## src/rtl/track_pkg.sv

```systemverilog
// Shared types and constants for the face-tracking frame sequencer.
// Holds the state enum, the frame-size defaults and the search half-window derivation.
package track_pkg;

    localparam int FRAME_W = 640;
    localparam int FRAME_H = 480;
    localparam int COORD_W = 10;

    typedef enum logic [2:0] {
        IDLE,
        ARM,
        CAPTURE,
        SCAN,
        UPDATE
    } track_state_e;

    // Half of the search window side: the search margin plus half a template.
    function automatic int half_win(input int search_radius, input int template_width);
        return search_radius + template_width / 2;
    endfunction

endpackage

```

## src/rtl/track_sequencer_if.sv

```systemverilog
// Correlator handshake between the sequencer (master) and the correlator (slave).
// The sequencer launches a scan and receives the best-match top-left corner.
interface track_sequencer_if;
    import track_pkg::*;

    logic               corr_start;
    logic               corr_done;
    logic [COORD_W-1:0] max_x;
    logic [COORD_W-1:0] max_y;

    modport master (output corr_start, input corr_done, max_x, max_y);
    modport slave  (input corr_start, output corr_done, max_x, max_y);

endinterface

```

## src/rtl/win_clamp.sv

```systemverilog
// One axis of the search window: clamps a candidate centre into the frame and
// derives the inclusive window bounds from the currently committed centre.
module win_clamp
    import track_pkg::*;
#(
    parameter int LIMIT    = FRAME_W,
    parameter int HALF_WIN = 48
) (
    input  logic [11:0]        center_in,
    input  logic [COORD_W-1:0] center_cur,
    output logic [COORD_W-1:0] center_clamped,
    output logic [COORD_W-1:0] bound_lo,
    output logic [COORD_W-1:0] bound_hi
);

    localparam logic [11:0]        MIN_C    = 12'(HALF_WIN);
    localparam logic [11:0]        MAX_C    = 12'(LIMIT - HALF_WIN);
    localparam logic [COORD_W-1:0] MIN_C10  = COORD_W'(HALF_WIN);
    localparam logic [COORD_W-1:0] MAX_C10  = COORD_W'(LIMIT - HALF_WIN);
    localparam logic [COORD_W-1:0] HW_LO    = COORD_W'(HALF_WIN);
    localparam logic [COORD_W-1:0] HW_HI    = COORD_W'(HALF_WIN - 1);

    // NOTE: every branch assigns the output, so no latch is inferred.
    always_comb begin
        if (center_in < MIN_C)
            center_clamped = MIN_C10;
        else if (center_in > MAX_C)
            center_clamped = MAX_C10;
        else
            center_clamped = center_in[COORD_W-1:0];
    end

    assign bound_lo = center_cur - HW_LO;
    assign bound_hi = center_cur + HW_HI;

endmodule

```

## src/rtl/track_sequencer.sv

```systemverilog
// Frame-level tracking controller: freeze a frame, scan it, recentre the window.
// Optional rounded-average smoothing of the new centre: define TRACK_SMOOTH_EN.
module track_sequencer
    import track_pkg::*;
#(
    parameter int VGA_WIDTH      = FRAME_W,
    parameter int VGA_HEIGHT     = FRAME_H,
    parameter int TEMPLATE_WIDTH = 32,
    parameter int SEARCH_RADIUS  = 32,
    parameter int TIMEOUT_CYCLES = 2000000
) (
    input  logic                     clk,
    input  logic                     reset,
    input  logic                     tracking_en,
    input  logic [COORD_W-1:0]       init_x,
    input  logic [COORD_W-1:0]       init_y,
    input  logic                     frame_end,
    track_sequencer_if.master        corr,
    output logic                     static_we,
    output logic [COORD_W-1:0]       c_x,
    output logic [COORD_W-1:0]       c_y,
    output logic [COORD_W-1:0]       left,
    output logic [COORD_W-1:0]       right,
    output logic [COORD_W-1:0]       top,
    output logic [COORD_W-1:0]       bottom,
    output logic                     track_update,
    output logic                     lost
);

    localparam int                 HALF_WIN = half_win(SEARCH_RADIUS, TEMPLATE_WIDTH);
    localparam int                 CNT_W    = $clog2(TIMEOUT_CYCLES + 1);
    localparam logic [CNT_W-1:0]   CNT_LAST = CNT_W'(TIMEOUT_CYCLES - 1);
    localparam logic [11:0]        HALF_TPL = 12'(TEMPLATE_WIDTH / 2);
    localparam logic [COORD_W-1:0] RST_CX   = COORD_W'(VGA_WIDTH / 2);
    localparam logic [COORD_W-1:0] RST_CY   = COORD_W'(VGA_HEIGHT / 2);

    track_state_e       state, state_nxt;
    logic [CNT_W-1:0]   scan_cnt;
    logic               timeout_hit;
    logic [COORD_W-1:0] max_x_q, max_y_q;
    logic [11:0]        meas_x, meas_y, upd_x, upd_y, target_x, target_y;
    logic [COORD_W-1:0] clamp_x, clamp_y, lo_x, hi_x, lo_y, hi_y;
    logic               static_we_nxt, corr_start_nxt, track_update_nxt, lost_nxt;
    logic               load_centre;

    assign timeout_hit = (scan_cnt == CNT_LAST);

    // State register.
    // NOTE: sequential state uses non-blocking assignments so every flop samples pre-edge values.
    always_ff @(posedge clk or posedge reset) begin
        if (reset) state <= IDLE;
        else       state <= state_nxt;
    end

    // Next-state logic; dropping tracking_en wins over any handshake.
    always_comb begin
        state_nxt = state;
        if (!tracking_en) begin
            state_nxt = IDLE;
        end else begin
            case (state)
                IDLE:    state_nxt = ARM;
                ARM:     if (frame_end) state_nxt = CAPTURE;
                CAPTURE: if (frame_end) state_nxt = SCAN;
                SCAN: begin
                    if (corr.corr_done)   state_nxt = UPDATE;
                    else if (timeout_hit) state_nxt = ARM;
                end
                UPDATE:  state_nxt = ARM;
                default: state_nxt = IDLE;
            endcase
        end
    end

    // Output decode: next values for the registered outputs.
    always_comb begin
        static_we_nxt    = (state_nxt == CAPTURE);
        corr_start_nxt   = (state == CAPTURE) && (state_nxt == SCAN);
        track_update_nxt = (state == UPDATE) && (state_nxt == ARM);
        load_centre      = (state == IDLE || state == UPDATE) && (state_nxt == ARM);
        lost_nxt         = lost;
        if (load_centre)
            lost_nxt = 1'b0;
        else if (state == SCAN && state_nxt == ARM)
            lost_nxt = 1'b1;
    end

    assign meas_x = {2'b00, max_x_q} + HALF_TPL;
    assign meas_y = {2'b00, max_y_q} + HALF_TPL;

`ifdef TRACK_SMOOTH_EN
    logic [12:0] sum_x, sum_y;
    assign sum_x = {3'b000, c_x} + {1'b0, meas_x} + 13'd1;
    assign sum_y = {3'b000, c_y} + {1'b0, meas_y} + 13'd1;
    assign upd_x = 12'(sum_x >> 1);
    assign upd_y = 12'(sum_y >> 1);
`else
    assign upd_x = meas_x;
    assign upd_y = meas_y;
`endif

    // The single clamp per axis serves both the user init and the measured centre.
    assign target_x = (state == IDLE) ? {2'b00, init_x} : upd_x;
    assign target_y = (state == IDLE) ? {2'b00, init_y} : upd_y;

    win_clamp #(.LIMIT(VGA_WIDTH), .HALF_WIN(HALF_WIN)) u_clamp_x (
        .center_in      (target_x),
        .center_cur     (c_x),
        .center_clamped (clamp_x),
        .bound_lo       (lo_x),
        .bound_hi       (hi_x)
    );

    win_clamp #(.LIMIT(VGA_HEIGHT), .HALF_WIN(HALF_WIN)) u_clamp_y (
        .center_in      (target_y),
        .center_cur     (c_y),
        .center_clamped (clamp_y),
        .bound_lo       (lo_y),
        .bound_hi       (hi_y)
    );

    always_ff @(posedge clk or posedge reset) begin
        if (reset) begin
            static_we       <= 1'b0;
            corr.corr_start <= 1'b0;
            track_update    <= 1'b0;
            lost            <= 1'b0;
            scan_cnt        <= '0;
            max_x_q         <= '0;
            max_y_q         <= '0;
            c_x             <= RST_CX;
            c_y             <= RST_CY;
            left            <= RST_CX - COORD_W'(HALF_WIN);
            right           <= RST_CX + COORD_W'(HALF_WIN - 1);
            top             <= RST_CY - COORD_W'(HALF_WIN);
            bottom          <= RST_CY + COORD_W'(HALF_WIN - 1);
        end else begin
            static_we       <= static_we_nxt;
            corr.corr_start <= corr_start_nxt;
            track_update    <= track_update_nxt;
            lost            <= lost_nxt;
            if (state != SCAN)
                scan_cnt <= '0;
            else
                scan_cnt <= scan_cnt + 1'b1;
            if (state == SCAN && corr.corr_done) begin
                max_x_q <= corr.max_x;
                max_y_q <= corr.max_y;
            end
            if (load_centre) begin
                c_x <= clamp_x;
                c_y <= clamp_y;
            end
            // Bounds trail the centre by one cycle.
            left   <= lo_x;
            right  <= hi_x;
            top    <= lo_y;
            bottom <= hi_y;
        end
    end

endmodule

```

## src/flat_wrapper.sv

```systemverilog
// flat-port wrapper written by rule: the top's interface ports become plain ports
module track_sequencer_flat import track_pkg::*;
#(
    parameter int VGA_WIDTH      = FRAME_W,
    parameter int VGA_HEIGHT     = FRAME_H,
    parameter int TEMPLATE_WIDTH = 32,
    parameter int SEARCH_RADIUS  = 32,
    parameter int TIMEOUT_CYCLES = 2000000
)
  (clk, reset, tracking_en, init_x, init_y, frame_end, static_we, c_x, c_y, left, right, top, bottom, track_update, lost, corr_corr_start, corr_corr_done, corr_max_x, corr_max_y);
  track_sequencer_if corr_i ();
  input  logic clk;
  input  logic reset;
  input  logic tracking_en;
  input  logic [COORD_W-1:0] init_x;
  input  logic [COORD_W-1:0] init_y;
  input  logic frame_end;
  output logic static_we;
  output logic [COORD_W-1:0] c_x;
  output logic [COORD_W-1:0] c_y;
  output logic [COORD_W-1:0] left;
  output logic [COORD_W-1:0] right;
  output logic [COORD_W-1:0] top;
  output logic [COORD_W-1:0] bottom;
  output logic track_update;
  output logic lost;
  output wire logic [$bits(corr_i.corr_start)-1:0] corr_corr_start;
  input wire logic [$bits(corr_i.corr_done)-1:0] corr_corr_done;
  input wire logic [$bits(corr_i.max_x)-1:0] corr_max_x;
  input wire logic [$bits(corr_i.max_y)-1:0] corr_max_y;
  assign corr_corr_start = corr_i.corr_start;
  assign corr_i.corr_done = corr_corr_done;
  assign corr_i.max_x = corr_max_x;
  assign corr_i.max_y = corr_max_y;
  track_sequencer #(.VGA_WIDTH(VGA_WIDTH), .VGA_HEIGHT(VGA_HEIGHT), .TEMPLATE_WIDTH(TEMPLATE_WIDTH), .SEARCH_RADIUS(SEARCH_RADIUS), .TIMEOUT_CYCLES(TIMEOUT_CYCLES)) u_core (.clk(clk), .reset(reset), .tracking_en(tracking_en), .init_x(init_x), .init_y(init_y), .frame_end(frame_end), .corr(corr_i), .static_we(static_we), .c_x(c_x), .c_y(c_y), .left(left), .right(right), .top(top), .bottom(bottom), .track_update(track_update), .lost(lost));
endmodule
```

## config.mk

```make
export PLATFORM = sky130hd
export DESIGN_NAME = track_sequencer_flat
export DESIGN_NICKNAME = d
export VERILOG_FILES = /design/src/rtl/track_pkg.sv /design/src/rtl/track_sequencer_if.sv /design/src/rtl/win_clamp.sv /design/src/rtl/track_sequencer.sv /design/src/flat_wrapper.sv
export SDC_FILE = /design/constraint.sdc
export NUM_CORES = 1
export LEC_CHECK = 0
export CORE_ASPECT_RATIO = 0.6
export CORE_MARGIN = 2
export CORE_UTILIZATION = 55
export DETAILED_ROUTE_END_ITERATION = 16
export PLACE_DENSITY_LB_ADDON = 0.05
export RECOVER_POWER = 25
export REMOVE_ABC_BUFFERS = 1
export SLEW_MARGIN = 20
export SYNTH_ARGS = -nofsm -noshare
export SYNTH_HDL_FRONTEND = slang
export SYNTH_SLANG_ARGS = --single-unit
```

## constraint.sdc

```tcl
create_clock -name clk -period 7.7 [get_ports clk]
set_input_delay 1.54 -clock clk [delete_from_list [all_inputs] [get_ports clk]]
set_output_delay 1.54 -clock clk [all_outputs]
set_load 0.05 [all_outputs]
```

== After elaboration in Yosys (flattened, before gate mapping) ==
Index checks and enable logic that the tools add are counted.
Storage, ports and cells
  flip-flop bits (word level): 108
  bits in latches: 0
  memory bits (writable): 0
  bits in read-only memories: 0
  output and inout bits: 64
  word-level logic and storage cells: 58
  memories kept: 0
Operators by class
  add/subtract/negate cells: 7
  $mul: 0
  div/mod/pow operators: 0
  magnitude comparators: 4
  equal/unequal tests: 9
  shifts and indexed selects: 0
  mux-type cells: 15
  bitwise logic cells: 0
  reduce and logical (&&, ||, !) cells: 9
Operators with widths (count)
  $mux 10: 4
  $lt 12x6->1 const B: 2
  $mux 12: 2
  $add 10x5->11 const B: 2
  $add 21x1->21 const B: 1
  $eq 21x21->1 const B: 1
  $mux 21: 1
  $add 10x6->10 const B: 2
  $sub 10x6->10 const B: 2
  $mux 3: 5
  $eq 3x2->1 const B: 4
  $gt 12x10->1 const B: 1
  $gt 12x9->1 const B: 1
  $pmux 3 s4: 1
  $eq 3x1->1 const B: 2
  $logic_and 1x1->1: 5
  $eq 3x3->1 const B: 1
  $logic_not 3->1: 1
  $ne 3x2->1 const B: 1
  $mux 1: 2
  $reduce_bool 2->1: 1
  $reduce_or 2->1: 1
  $logic_or 1x1->1: 1

== Depth between registers and ports, before layout ==
  depth after elaboration: 9
  mapped depth: 8

== By module ==
Synthesis repeated with hierarchy kept, for this count alone.
Unflattened totals
  cell total of the unflattened synthesis: 448
  area total of the unflattened synthesis: 5131.2 um^2
Modules (own cells, without submodules)
  track_sequencer: times used 1, cells an instance 324, area an instance 4259.1 um^2, seq. area each 2731.4 um^2
  win_clamp (u_core.u_clamp_x): times used 1, cells an instance 65, area an instance 466.7 um^2, seq. area each 0.0 um^2
  win_clamp (u_core.u_clamp_y): times used 1, cells an instance 59, area an instance 405.4 um^2, seq. area each 0.0 um^2

== Worst setup path after synthesis ==
No wires, ideal clock.
  path kind: input port to flip-flop
  from: input port init_x[0]
  to: register u_core.c_x[4]
  library setup time: 0.126 ns
  data arrival time: 2.927 ns
  setup slack: 4.647 ns
  cell stages on the path: 6
  cell sequence: nor4_1 > a21oi_1 > a2111oi_0 > o2bb2ai_1 > a31oi_2 > o32a_1
On the way
  longest elaborated chain between the ends: 4
  elaborated cells on any way between the ends: 5
  classes of those cells: 2 x order compare; 3 x mux
Ends and longest elaborated chain
  from (decl): RTL line flat_wrapper.sv:15  | input logic [COORD_W-1:0] init_x;
  $mux 12 *: RTL line track_sequencer.sv:103  | assign target_x = (state == IDLE) ? {2'b00, init_x} : upd_x;
  $gt 12x10->1: RTL line win_clamp.sv:27  | else if (center_in > MAX_C)
  $mux 10: RTL line win_clamp.sv:27
  $mux 10 *: RTL line win_clamp.sv:25  | if (center_in < MIN_C)
  to (signal assigned): RTL line track_sequencer.sv:151  | c_x <= clamp_x;
  to (decl): RTL line track_sequencer.sv:20  | output logic [COORD_W-1:0] c_x,
Mark *: on every way between the ends. The rest lies on a longest branch, timed or not.
A chain may end at the register's enable or synchronous reset.

==> impl_metrics.toml <==
[outcome]
status = "complete, no violations"

[floorplanning]
dieArea_um2 = 9990
die_h_um = 78.2
initial_core_util = 0.558
die_w_um = 128
coreArea_um2 = 9050
ios = 109
std_cell_rows = 27

[clock_network]
htreeDepth = 3
clock_latency_ns = 0.34
numCtsBuffers = 9
ctsResizeCount = 0
clk_pin_slew_worst_paths_ns = 0.07
cts_setup_buffers = 0
clockBufferDepth = 2
cts_hold_buf = 0
cts_tree = "built"
cts_root_buf = "clkbuf_16"
clock-sinks = 108

[layout]
diodes = 0
design_area_um2 = 6440
fillerInstances = 663
nets = 604
drive_gt1_frac = 0.121
area_delta_synth_final_pct = 27.7

[synthesis]
synthCells = 456
ys_warn_count = 0
ys_seq_area_frac = 0.541
synth_seq_cells = 108
yosys-top-cells-area = "dfrtp_1 (42%), dfstp_2 (12%), mux2_2 (4.5%), xnor2_1 (4.0%), xor2_1 (4.0%)"
synth_largest_area_cell = "dfrtp_1"
ys_types = 60
synth_most_common_cell = "dfrtp_1"
ys.flop_type = "dfrtp_1"
synth_common_cells = "dfrtp_1 (85), nor2_1 (41), nand2_1 (37)"
synth_edf_count = 0
avgSynthCellArea_um2 = 11.1
yosysTopAreaCellShare = 0.421
synth_area_um2 = 5050
ys_async_sr_fraction = 1.00

[timing]
skew_ns = 0.00743
tightest_slew_ns = 1.40
rsz0062_at_grt = "false"
period_share = 0.451
hold_viol_final = 0
period_needed_ns = 3.47
max_slew_margin = 0.0593
slew_violations = 0
fmax_mhz = 288
setup_viol = 0
setup-tns-final_ns = 0

[setup_path]
critPathArrivalTime_ns = 3.82
rr_startpoint = "u_core.state[2]$_DFF_PP0_"
cp-end-kind = "asynchronous set/reset pin"
r2r-end = "u_core.c_x[4]$_DFFE_PP0P_"
start_kind = "primary input"
crit_type = "primary input to asynchronous set/reset pin"
cp.required_ns = 8.05
r2r_slack_ns = 5.11
cp_max_fo = 74
rr_worst_depth = 5

[grt]
grt_use_met1 = 0.362
grt.busiest_layer = "met1"
grt_use_total = 0.242
grt_pass1_wl_mm = 18.8
grt_max_degree = 75
antenna_found_initial = 0
gr-usage-met2 = 0.350
grt.overflow.total = 0
met3_usage = 0.0559
grt_pass1_vias = 3715

[min_path]
holdPathStages = 0
hp-start = "u_core.c_x[1]$_DFFE_PP0P_"
whs_endpoint = "u_core.left[1]$_DFF_PP0_"
hold_path.class = "flip-flop to flip-flop"

[power_and_ir_drop]
power_mw = 2.47
p_leak_nw = 2.71
ir_drop_mv = 0.196
power_density_nw_per_um2 = 383

[placed_design]
dp_hpwl_mm = 8.41
place_area_um2 = 6140
gp_congestion = 0.939
io_buffers = 108

[drt]
first_pass_iters = 5
wire_per_inst_um = 16.9
via_per_inst = 5.62
first_iter_violations = 233
final_antenna_net_count = 0
drc_errors = 0
wl_mm = 11.3
routed-via-count = 3770

[flow_run]
drv_cap = 0
flip-flops by register name, summed over array words and instances, names as in the netlist, 3 cells and up:
signal           count
u_core.scan_cnt     21
u_core.bottom       10
u_core.c_x          10
u_core.c_y          10
u_core.left         10
u_core.max_x_q      10
u_core.max_y_q      10
u_core.right        10
u_core.top          10
u_core.state         3
worst max-delay path by stage:
stage | from | end | cells after the start
floorplan | reset | u_core.bottom[5]$_DFF_PP0_ | 1
global placement | init_x[0] | u_core.c_x[4]$_DFFE_PP0P_ | 7
detailed placement | tracking_en | u_core.c_y[4]$_DFFE_PP1P_ | 6
CTS | u_core.c_y[6]$_DFFE_PP1P_ | c_y[6] | 1
global route | reset | u_core.max_y_q[2]$_DFFE_PP0P_ | 3
finish | reset | u_core.max_x_q[2]$_DFFE_PP0P_ | 3
critical path: stages:
cell	delay, ns
dlygate4sd3_1	0.55
clkinvlp_2	0.83
buf_4	0.84
per-layer routing:
metal,part of all wire,vias to the layer above
met5,0,-
met4,0.017,0
met3,0.072,19
met2,0.42,165
met1,0.49,1819
li1,-,1767
cell usage in the layout, fill, tap and decap left out, types with 3 or more instances in the layout:
master / instances
xor2_1: 23
o41ai_1: 3
inv_1: 20
nand4_1: 5
o22ai_1: 3
and2_1: 3
xnor2_1: 23
nor2_1: 41
nor3_1: 9
dfstp_1: 3
o21ai_0: 7
nor3b_1: 3
clkdlybuf4s50_1: 107
dfrtp_1: 85
ha_1: 9
o21ai_1: 8
mux2_2: 20
nor4_1: 5
o31ai_1: 4
mux2i_1: 12
a31oi_1: 5
dfstp_2: 20
and3_1: 3
or3_1: 6
o32ai_1: 3
nor2b_1: 3
nand2_1: 37
clkbuf_16: 9
a21oi_1: 15
clkbuf_8: 3
nand3_1: 12
power by group:
part	total, mW	internal [mW]	switching (mW)
sequential	0.910	0.763	0.147
combinational	1.10	0.403	0.693
clock	0.461	0.252	0.210
per-stage QoR:
stage | setup WS, ns | util | hold WS [ns] | instances
final | 4.23 | 0.712 | 0.469 | 671
after global routing | 3.86 | 0.712 | 0.495 | 671
after CTS | 4.32 | 0.712 | 0.472 | 671
after detailed placement | 4.01 | 0.678 | 0.456 | 655
after global placement | 4.08 | 0.678 | 0.454 | 655
after floorplan | 3.35 | - | 0.455 | 429
area by class of cell:
class | count | area (um2) | share of cell area
flip-flops and latches | 108 | 2730 | 0.424
clock buffers | 12 | 267 | 0.0414
repair buffers | 110 | 1100 | 0.170
multi-input cells | 300 | 2090 | 0.324
well taps | 116 | 145 | 0.0225
clock inverters | 4 | 40.0 | 0.00621
inverters | 21 | 80.1 | 0.0124
cell families (layout without fill, tap and decap cells):
logic type	count (synthesis)	in the layout	share of synthesized area
buffers and inverters	48	147	0.0458
AND/OR/NAND/NOR	145	145	0.146
flip-flops	108	108	0.541
adder cells (fa/ha/maj)	10	10	0.0243
XOR/XNOR	46	46	0.0798
AO/OA/AOI/OAI	66	66	0.0905
multiplexers	33	33	0.0729
Note: power is estimated with default switching activity, not from simulation.
